## config.mk

```make
export PLATFORM = sky130hd
export DESIGN_NAME = dbus_lsu
export DESIGN_NICKNAME = d
export VERILOG_FILES = /design/src/rtl/dbus_lsu_pkg.sv /design/src/rtl/dbus_lsu_align.sv /design/src/rtl/dbus_lsu.sv
export SDC_FILE = /design/constraint.sdc
export NUM_CORES = 1
export LEC_CHECK = 0
export ABC_AREA = 1
export BUFFER_PORTS_ARGS = -buffer_cell sky130_fd_sc_hd__buf_2
export CAP_MARGIN = 20
export CORE_MARGIN = 2
export CORE_UTILIZATION = 53
export CTS_CLUSTER_SIZE = 8
export DETAILED_ROUTE_END_ITERATION = 10
export PLACE_DENSITY = 0.83
export SKIP_LAST_GASP = 1
export SLEW_MARGIN = 5
export SYNTH_ARGS = -nofsm -noshare
export SYNTH_HDL_FRONTEND = slang
export SYNTH_HIERARCHICAL = 1
export SYNTH_SLANG_ARGS = --single-unit
```

## constraint.sdc

```tcl
create_clock -name clk -period 2.1 [get_ports clk]
set_clock_uncertainty 0.15 [all_clocks]
set_input_delay 0.21 -clock clk [delete_from_list [all_inputs] [get_ports clk]]
set_output_delay 0.21 -clock clk [all_outputs]
set_load 0.1 [all_outputs]
```

## src/rtl/dbus_lsu_pkg.sv

```systemverilog
// Shared memory-op and data-bus types plus the op decode helpers used by the LSU.
package common;

  typedef enum logic [3:0] {
    OP_LB, OP_LH, OP_LW, OP_LD, OP_LBU, OP_LHU, OP_LWU,
    OP_SB, OP_SH, OP_SW, OP_SD
  } mem_op_t;

  typedef enum logic [1:0] {MSIZE1, MSIZE2, MSIZE4, MSIZE8} msize_t;

  typedef enum logic [1:0] {S_IDLE, S_REQ, S_RESP} lsu_state_t;

  typedef struct packed {
    logic        valid;
    logic [63:0] addr;
    msize_t      size;
    logic [7:0]  strobe;
    logic [63:0] data;
  } dbus_req_t;

  typedef struct packed {
    logic        addr_ok;
    logic        data_ok;
    logic [63:0] data;
  } dbus_resp_t;

  function automatic msize_t op_size(mem_op_t op);
    msize_t sz;
    case (op)
      OP_LB, OP_LBU, OP_SB: sz = MSIZE1;
      OP_LH, OP_LHU, OP_SH: sz = MSIZE2;
      OP_LW, OP_LWU, OP_SW: sz = MSIZE4;
      default:              sz = MSIZE8;
    endcase
    return sz;
  endfunction

  function automatic logic op_is_store(mem_op_t op);
    return (op == OP_SB) || (op == OP_SH) || (op == OP_SW) || (op == OP_SD);
  endfunction

  function automatic logic op_is_signed(mem_op_t op);
    return (op == OP_LB) || (op == OP_LH) || (op == OP_LW);
  endfunction

  function automatic logic is_misaligned(msize_t sz, logic [2:0] a);
    logic m;
    case (sz)
      MSIZE1:  m = 1'b0;
      MSIZE2:  m = a[0];
      MSIZE4:  m = |a[1:0];
      default: m = |a[2:0];
    endcase
    return m;
  endfunction

endpackage

```

## src/rtl/dbus_lsu_align.sv

```systemverilog
// Combinational lane logic: store data/strobe shifted onto the 64-bit bus,
// load data shifted down, truncated to the access size and extended.
module lsu_align
  import common::*;
(
  input  mem_op_t     op,
  input  logic [2:0]  sh,
  input  logic [63:0] wdata,
  input  logic [63:0] rdata,
  output logic [63:0] st_data,
  output logic [7:0]  st_strobe,
  output logic [63:0] ld_data
);

  msize_t      sz;
  logic [7:0]  mask;
  logic [63:0] raw;
  logic        sgn;

  always_comb begin
    sz   = op_size(op);
    sgn  = op_is_signed(op);
    raw  = rdata >> {sh, 3'b000};
    mask = 8'h01;
    ld_data = raw;
    case (sz)
      MSIZE1: begin
        mask    = 8'h01;
        ld_data = {{56{sgn & raw[7]}}, raw[7:0]};
      end
      MSIZE2: begin
        mask    = 8'h03;
        ld_data = {{48{sgn & raw[15]}}, raw[15:0]};
      end
      MSIZE4: begin
        mask    = 8'h0F;
        ld_data = {{32{sgn & raw[31]}}, raw[31:0]};
      end
      default: begin
        mask    = 8'hFF;
        ld_data = raw;
      end
    endcase
    st_data   = wdata << {sh, 3'b000};
    st_strobe = op_is_store(op) ? (mask << sh) : 8'h00;
  end

endmodule

```

## src/rtl/dbus_lsu.sv

```systemverilog
// Single-outstanding load/store unit in front of the data cache: holds dreq
// stable until data_ok, traps misaligned ops locally, returns extended load data.
module dbus_lsu
  import common::*;
#(
  parameter bit CHECK_ALIGN = 1'b1
) (
  input  logic        clk,
  input  logic        reset,
  input  logic        in_valid,
  output logic        in_ready,
  input  mem_op_t     in_op,
  input  logic [63:0] in_addr,
  input  logic [63:0] in_wdata,
  input  logic [4:0]  in_rd,
  output logic        out_valid,
  input  logic        out_ready,
  output logic [63:0] out_data,
  output logic [4:0]  out_rd,
  output logic        out_misalign,
  output dbus_req_t   dreq,
  input  dbus_resp_t  dresp
);

  lsu_state_t  state, state_n;
  logic        live;
  mem_op_t     op_q;
  logic [63:0] addr_q;
  logic [63:0] wdata_q;
  logic [4:0]  rd_q;
  logic [63:0] out_data_q;
  logic [4:0]  out_rd_q;
  logic        out_mis_q;

  logic        accept;
  logic        in_mis;
  logic [63:0] st_data;
  logic [7:0]  st_strobe;
  logic [63:0] ld_data;
  logic        unused_addr_ok;

  assign unused_addr_ok = dresp.addr_ok;

  lsu_align u_align (
    .op        (op_q),
    .sh        (addr_q[2:0]),
    .wdata     (wdata_q),
    .rdata     (dresp.data),
    .st_data   (st_data),
    .st_strobe (st_strobe),
    .ld_data   (ld_data)
  );

  // live keeps in_ready low until the first clock edge after reset release
  assign in_ready  = live & ((state == S_IDLE) | ((state == S_RESP) & out_ready));
  assign accept    = in_valid & in_ready;
  assign in_mis    = CHECK_ALIGN & is_misaligned(op_size(in_op), in_addr[2:0]);
  assign out_valid = (state == S_RESP);
  assign out_data  = out_data_q;
  assign out_rd    = out_rd_q;
  assign out_misalign = out_mis_q;

  always_comb begin
    state_n = state;
    case (state)
      S_IDLE: if (accept) state_n = in_mis ? S_RESP : S_REQ;
      S_REQ:  if (dresp.data_ok) state_n = S_RESP;
      S_RESP: begin
        if (accept)         state_n = in_mis ? S_RESP : S_REQ;
        else if (out_ready) state_n = S_IDLE;
      end
      default: state_n = S_IDLE;
    endcase
  end

  always_comb begin
    dreq = '0;
    if (state == S_REQ) begin
      dreq.valid  = 1'b1;
      dreq.addr   = addr_q;
      dreq.size   = op_size(op_q);
      dreq.strobe = st_strobe;
      dreq.data   = st_data;
    end
  end

  always_ff @(posedge clk or negedge reset) begin
    if (!reset) begin
      state      <= S_IDLE;
      live       <= 1'b0;
      op_q       <= OP_LB;
      addr_q     <= '0;
      wdata_q    <= '0;
      rd_q       <= '0;
      out_data_q <= '0;
      out_rd_q   <= '0;
      out_mis_q  <= 1'b0;
    end else begin
      state <= state_n;
      live  <= 1'b1;
      if (accept) begin
        op_q    <= in_op;
        addr_q  <= in_addr;
        wdata_q <= in_wdata;
        rd_q    <= in_rd;
        if (in_mis) begin
          out_data_q <= '0;
          out_rd_q   <= in_rd;
          out_mis_q  <= 1'b1;
        end
      end
      if ((state == S_REQ) && dresp.data_ok) begin
        out_data_q <= op_is_store(op_q) ? 64'd0 : ld_data;
        out_rd_q   <= rd_q;
        out_mis_q  <= 1'b0;
      end
    end
  end

endmodule

```

==> results.cfg, run 1 <==
[run_status]
status = stopped before the end
lastStage = global routing (5_1_grt)
stop_error = [ERROR GRT-0232] Routing congestion too high. Check the congestion heatmap in the GUI.

[yosys]
synth_area_leaders = dfrtp_1 37%, nand2_1 21%, nor2_1 5.8%
async_flop_share_pct = 100
synth.most_common_cell = nand2_1
netlist_area_um2 = 14100
syn-num-nets = 2284
synth_area_per_cell_um2 = 6.77
ys_ff_latch = 210
synth_top_cell_by_area = dfrtp_1
synthTopCellsByCount = 774 x nand2_1, 219 x nor2_1, 210 x dfrtp_1
ys_warn_count = 6
yosysTopAreaCellShare_pct = 37.4
syn_inst = 2077
ys_types = 36
ys.flop_type = dfrtp_1
ys_seq_area_share_pct = 37.4
synth-edff-count = 0

[global_routing]
grt.total_usage_pct = 89.3
overflow = 233
grt_max_degree = 105

[sta]
postGrtWorstEndpoint = dreq[56]
worst_path_end_type = primary output

[floorplanning]
die_h_um = 167
io_pins = 418
start_util_pct = 54.0
die_w_um = 167
rows = 59

[cts]
clock_sinks = 210
numCtsBuffers = 30
htreeDepth = 1
cts-root-buf = clkbuf_16
cts_max_path_buffers = 3

[placement]
gp_congestion = 0.968
io_buffers = 416
dp_hpwl_um = 38900
-- cell families after synthesis --
kind of cell	Yosys count	share of synthesized area, %
AND/OR/NAND/NOR	1241	39.0
buffers and inverters	353	12.4
AO/OA/AOI/OAI	244	9.24
flip-flops	210	37.4
multiplexers	28	1.99
other	1	0.0267
-- repair_timing --
action                                  in CTS
endpoints found under the setup margin     169
pin swaps                                   36
hold buffers                               144
setup buffers                               29
gates cloned                                22
endpoints found under the hold margin      355
gates resized for setup                    268
-- stage by stage --
step	cell area, µm²	setup slack, ps	instances	utilization, %
4_1_cts	22900	-578	3017	88.0
3_5_place_dp	19000	-311	2789	72.9
2_1_floorplan	14200	-902	2077	-
3_3_place_gp	19000	-271	2789	72.9
-- routing by layer --
layer  GRT overflow  GRT usage [%]
met3              8           82.1
met5              2           62.1
met1              6           86.8
met4            103           92.1
met2            114           99.0
==> inputs of run 2 (changes only) <==
Settings changed: CORE_UTILIZATION 53 to 40, CTS_CLUSTER_SIZE 8 to default, PLACE_DENSITY 0.83 to default, PLACE_DENSITY_LB_ADDON from default to 0.15.
==> run 2 against run 1 <==
Compared with the run above: the flow now finishes, with violations (setup timing); synthesized cell count did not move; synthesized area did not move.
==> results.cfg, run 2 <==
[run_status]
status = finished, violations left
violations = setup timing

[cts]
numCtsBuffers = 26
cts_max_path_buffers = 3
clock_sinks = 210
htreeDepth = 1
cts_tree = yes
cts-root-buf = clkbuf_16
clk_latency_ps = 550
clkTransAtPathRegs_ps = 70

[yosys]
ys_ff_latch = 210
syn_inst = 2077
ys_warn_count = 6
syn-num-nets = 2284
async_flop_share_pct = 100
synth-edff-count = 0
netlist_area_um2 = 14100
synth_area_per_cell_um2 = 6.77
ys_seq_area_share_pct = 37.4
synth_top_cell_by_area = dfrtp_1
synth.most_common_cell = nand2_1
ys.flop_type = dfrtp_1
yosysTopAreaCellShare_pct = 37.4
synth_area_leaders = dfrtp_1 37%, nand2_1 21%, nor2_1 5.8%
synthTopCellsByCount = 774 x nand2_1, 219 x nor2_1, 210 x dfrtp_1
ys_types = 36

[final_layout]
final_common_cell = nand2_1
drive_above_1_share_pct = 40.0
nNetsFinal = 2915
post-route-util_pct = 71.6
syn2layout_area_growth_pct = 76.2
layout_common_cells = 712 x nand2_1, 276 x buf_2, 205 x dfrtp_1

[global_routing]
overflow = 0
antenna_found_initial = 4
grt.total_usage_pct = 32.1
grt_pass1_vias = 16673
grt_max_degree = 88
grt_pass1_wl_um = 91800

[sta]
fmax_ghz = 0.369
drv_slew = 0
setup_tns_ps = -52280
setup_slack_ps = -607
period_needed_ps = 2710
rsz0062_at_grt = true
holdWs_ps = 22.6
relSlewSlack_pct = 44.7
setup_viol = 196
worst_pin_slew_ps = 827
period_share_pct = 129
hold_viol = 0

[min_path]
min_delay_worst_endpoint = out_data[5]
holdPathStages = 7
hp-class = input pin to flop
worstHoldStart = dresp[13]

[detailed_routing]
ant_nets = 0
viasPerCell = 5.34
drt-initial-drc-count = 1380
dr.pass1.iters = 6
drt-total-wl_um = 63900
wl_per_cell_um = 20.0
vias = 17006
drc = 0

[placement]
io_buffers = 416
gp_congestion = 0.976
dp_hpwl_um = 39000

[floorplanning]
io_pins = 418
core_area_um2 = 34600
die_h_um = 192
die_w_um = 192
rows = 68
dieArea_um2 = 36700
start_util_pct = 40.6

[worst_setup_path]
criticalPathCategory = flop to primary output
r2r_cells = 13
reg2reg_slack_ps = -190
startpoint_type = flop
cp.arrival_ps = 2350
cp-end-kind = primary output
reg2reg_from = addr_q[0]
crit_start = addr_q[0]
critPathMaxFanout = 7
regToRegEndpoint = out_data[34]
required_ps = 1740

[power_and_ir_drop]
power_density_nw_per_um2 = 1040
p_leak_nw = 12.0
irDropWorstVdd_mv = 0.809
p_total_mw = 25.8

[job]
cap_viol_max_count = 0
[run 2: cell counts after synthesis]
No cell type changed its count.
[run 2: per-stage QoR]
step           instance area (µm²)  setup WS, ps  std cells
3_3_place_gp                 19100          -134       2912
3_5_place_dp                 19100          -117       2912
5_1_grt                      24800          -670       3186
2_1_floorplan                14200          -902       2077
6_report                     24800          -607       3187
4_1_cts                      23000          -580       3141
[run 2: critical path: stages, from the launching register on]
cell and delay (ps):
dfrtp_4 500, buf_12 160, buf_12 140, buf_4 160, mux2i_2 170, nand2_1 90
nand3_1 70, o21ai_1 100, inv_1 70, nor2_2 130, buf_12 190
[run 2: repair_timing]
action                                  CTS  global route
buffers inserted                         21            30
pin swaps                                31           171
resized for setup                       261           367
gates cloned                             16            22
endpoints found under the setup margin  141           225
hold buffers                            145             0
hold endpoints to repair                366             0
[run 2: layout make-up]
type                            instances  area (µm²)
Inverter                              204         803
Fill cell                            2614        9840
Antenna cell                            5        12.5
Multi-Input combinational cell       1514        8910
Sequential cell                       210        5270
Timing Repair inverter                  2        27.5
Clock inverter                          9         134
Clock buffer                           38         746
Tap cell                              455         569
Timing Repair Buffer                  750        8320
[run 2: report_power, final]
group | switching, mW | total [mW] | internal (mW) | leakage, nW
logic | 10.2 | 15.4 | 5.12 | 8.90
registers | 0.690 | 5.68 | 4.99 | 2.68
clock network | 1.89 | 4.72 | 2.83 | 0.430
total | 12.8 | 25.8 | 12.9 | 12.0
[run 2: per-layer routing]
metal | global-route usage, % | up-vias | routed length, µm
li1 | - | 7829 | -
met1 | 38.3 | 8120 | 23500
met2 | 56.3 | 853 | 32500
met3 | 5.20 | 204 | 4580
met4 | 15.2 | 0 | 3230
met5 | 0 | - | 0
[run 2: worst max-delay path by stage]
stage                            to  depth (start not counted)  slack, ps
after detailed placement   dreq[54]                          9       -120
final                      dreq[57]                         10       -610
after global routing       dreq[33]                         10       -670
after global placement     dreq[53]                          9       -130
after floorplan           dreq[102]                          6       -900
after CTS                  dreq[50]                          9       -580
[run 2: logic make-up after synthesis]
logic type,synth area share [%]
AO/OA/AOI/OAI,9.24
buffers and inverters,12.4
flip-flops,37.4
multiplexers,1.99
other,0.0267
AND/OR/NAND/NOR,39.0
No activity file was read; power rests on OpenSTA's default activity.
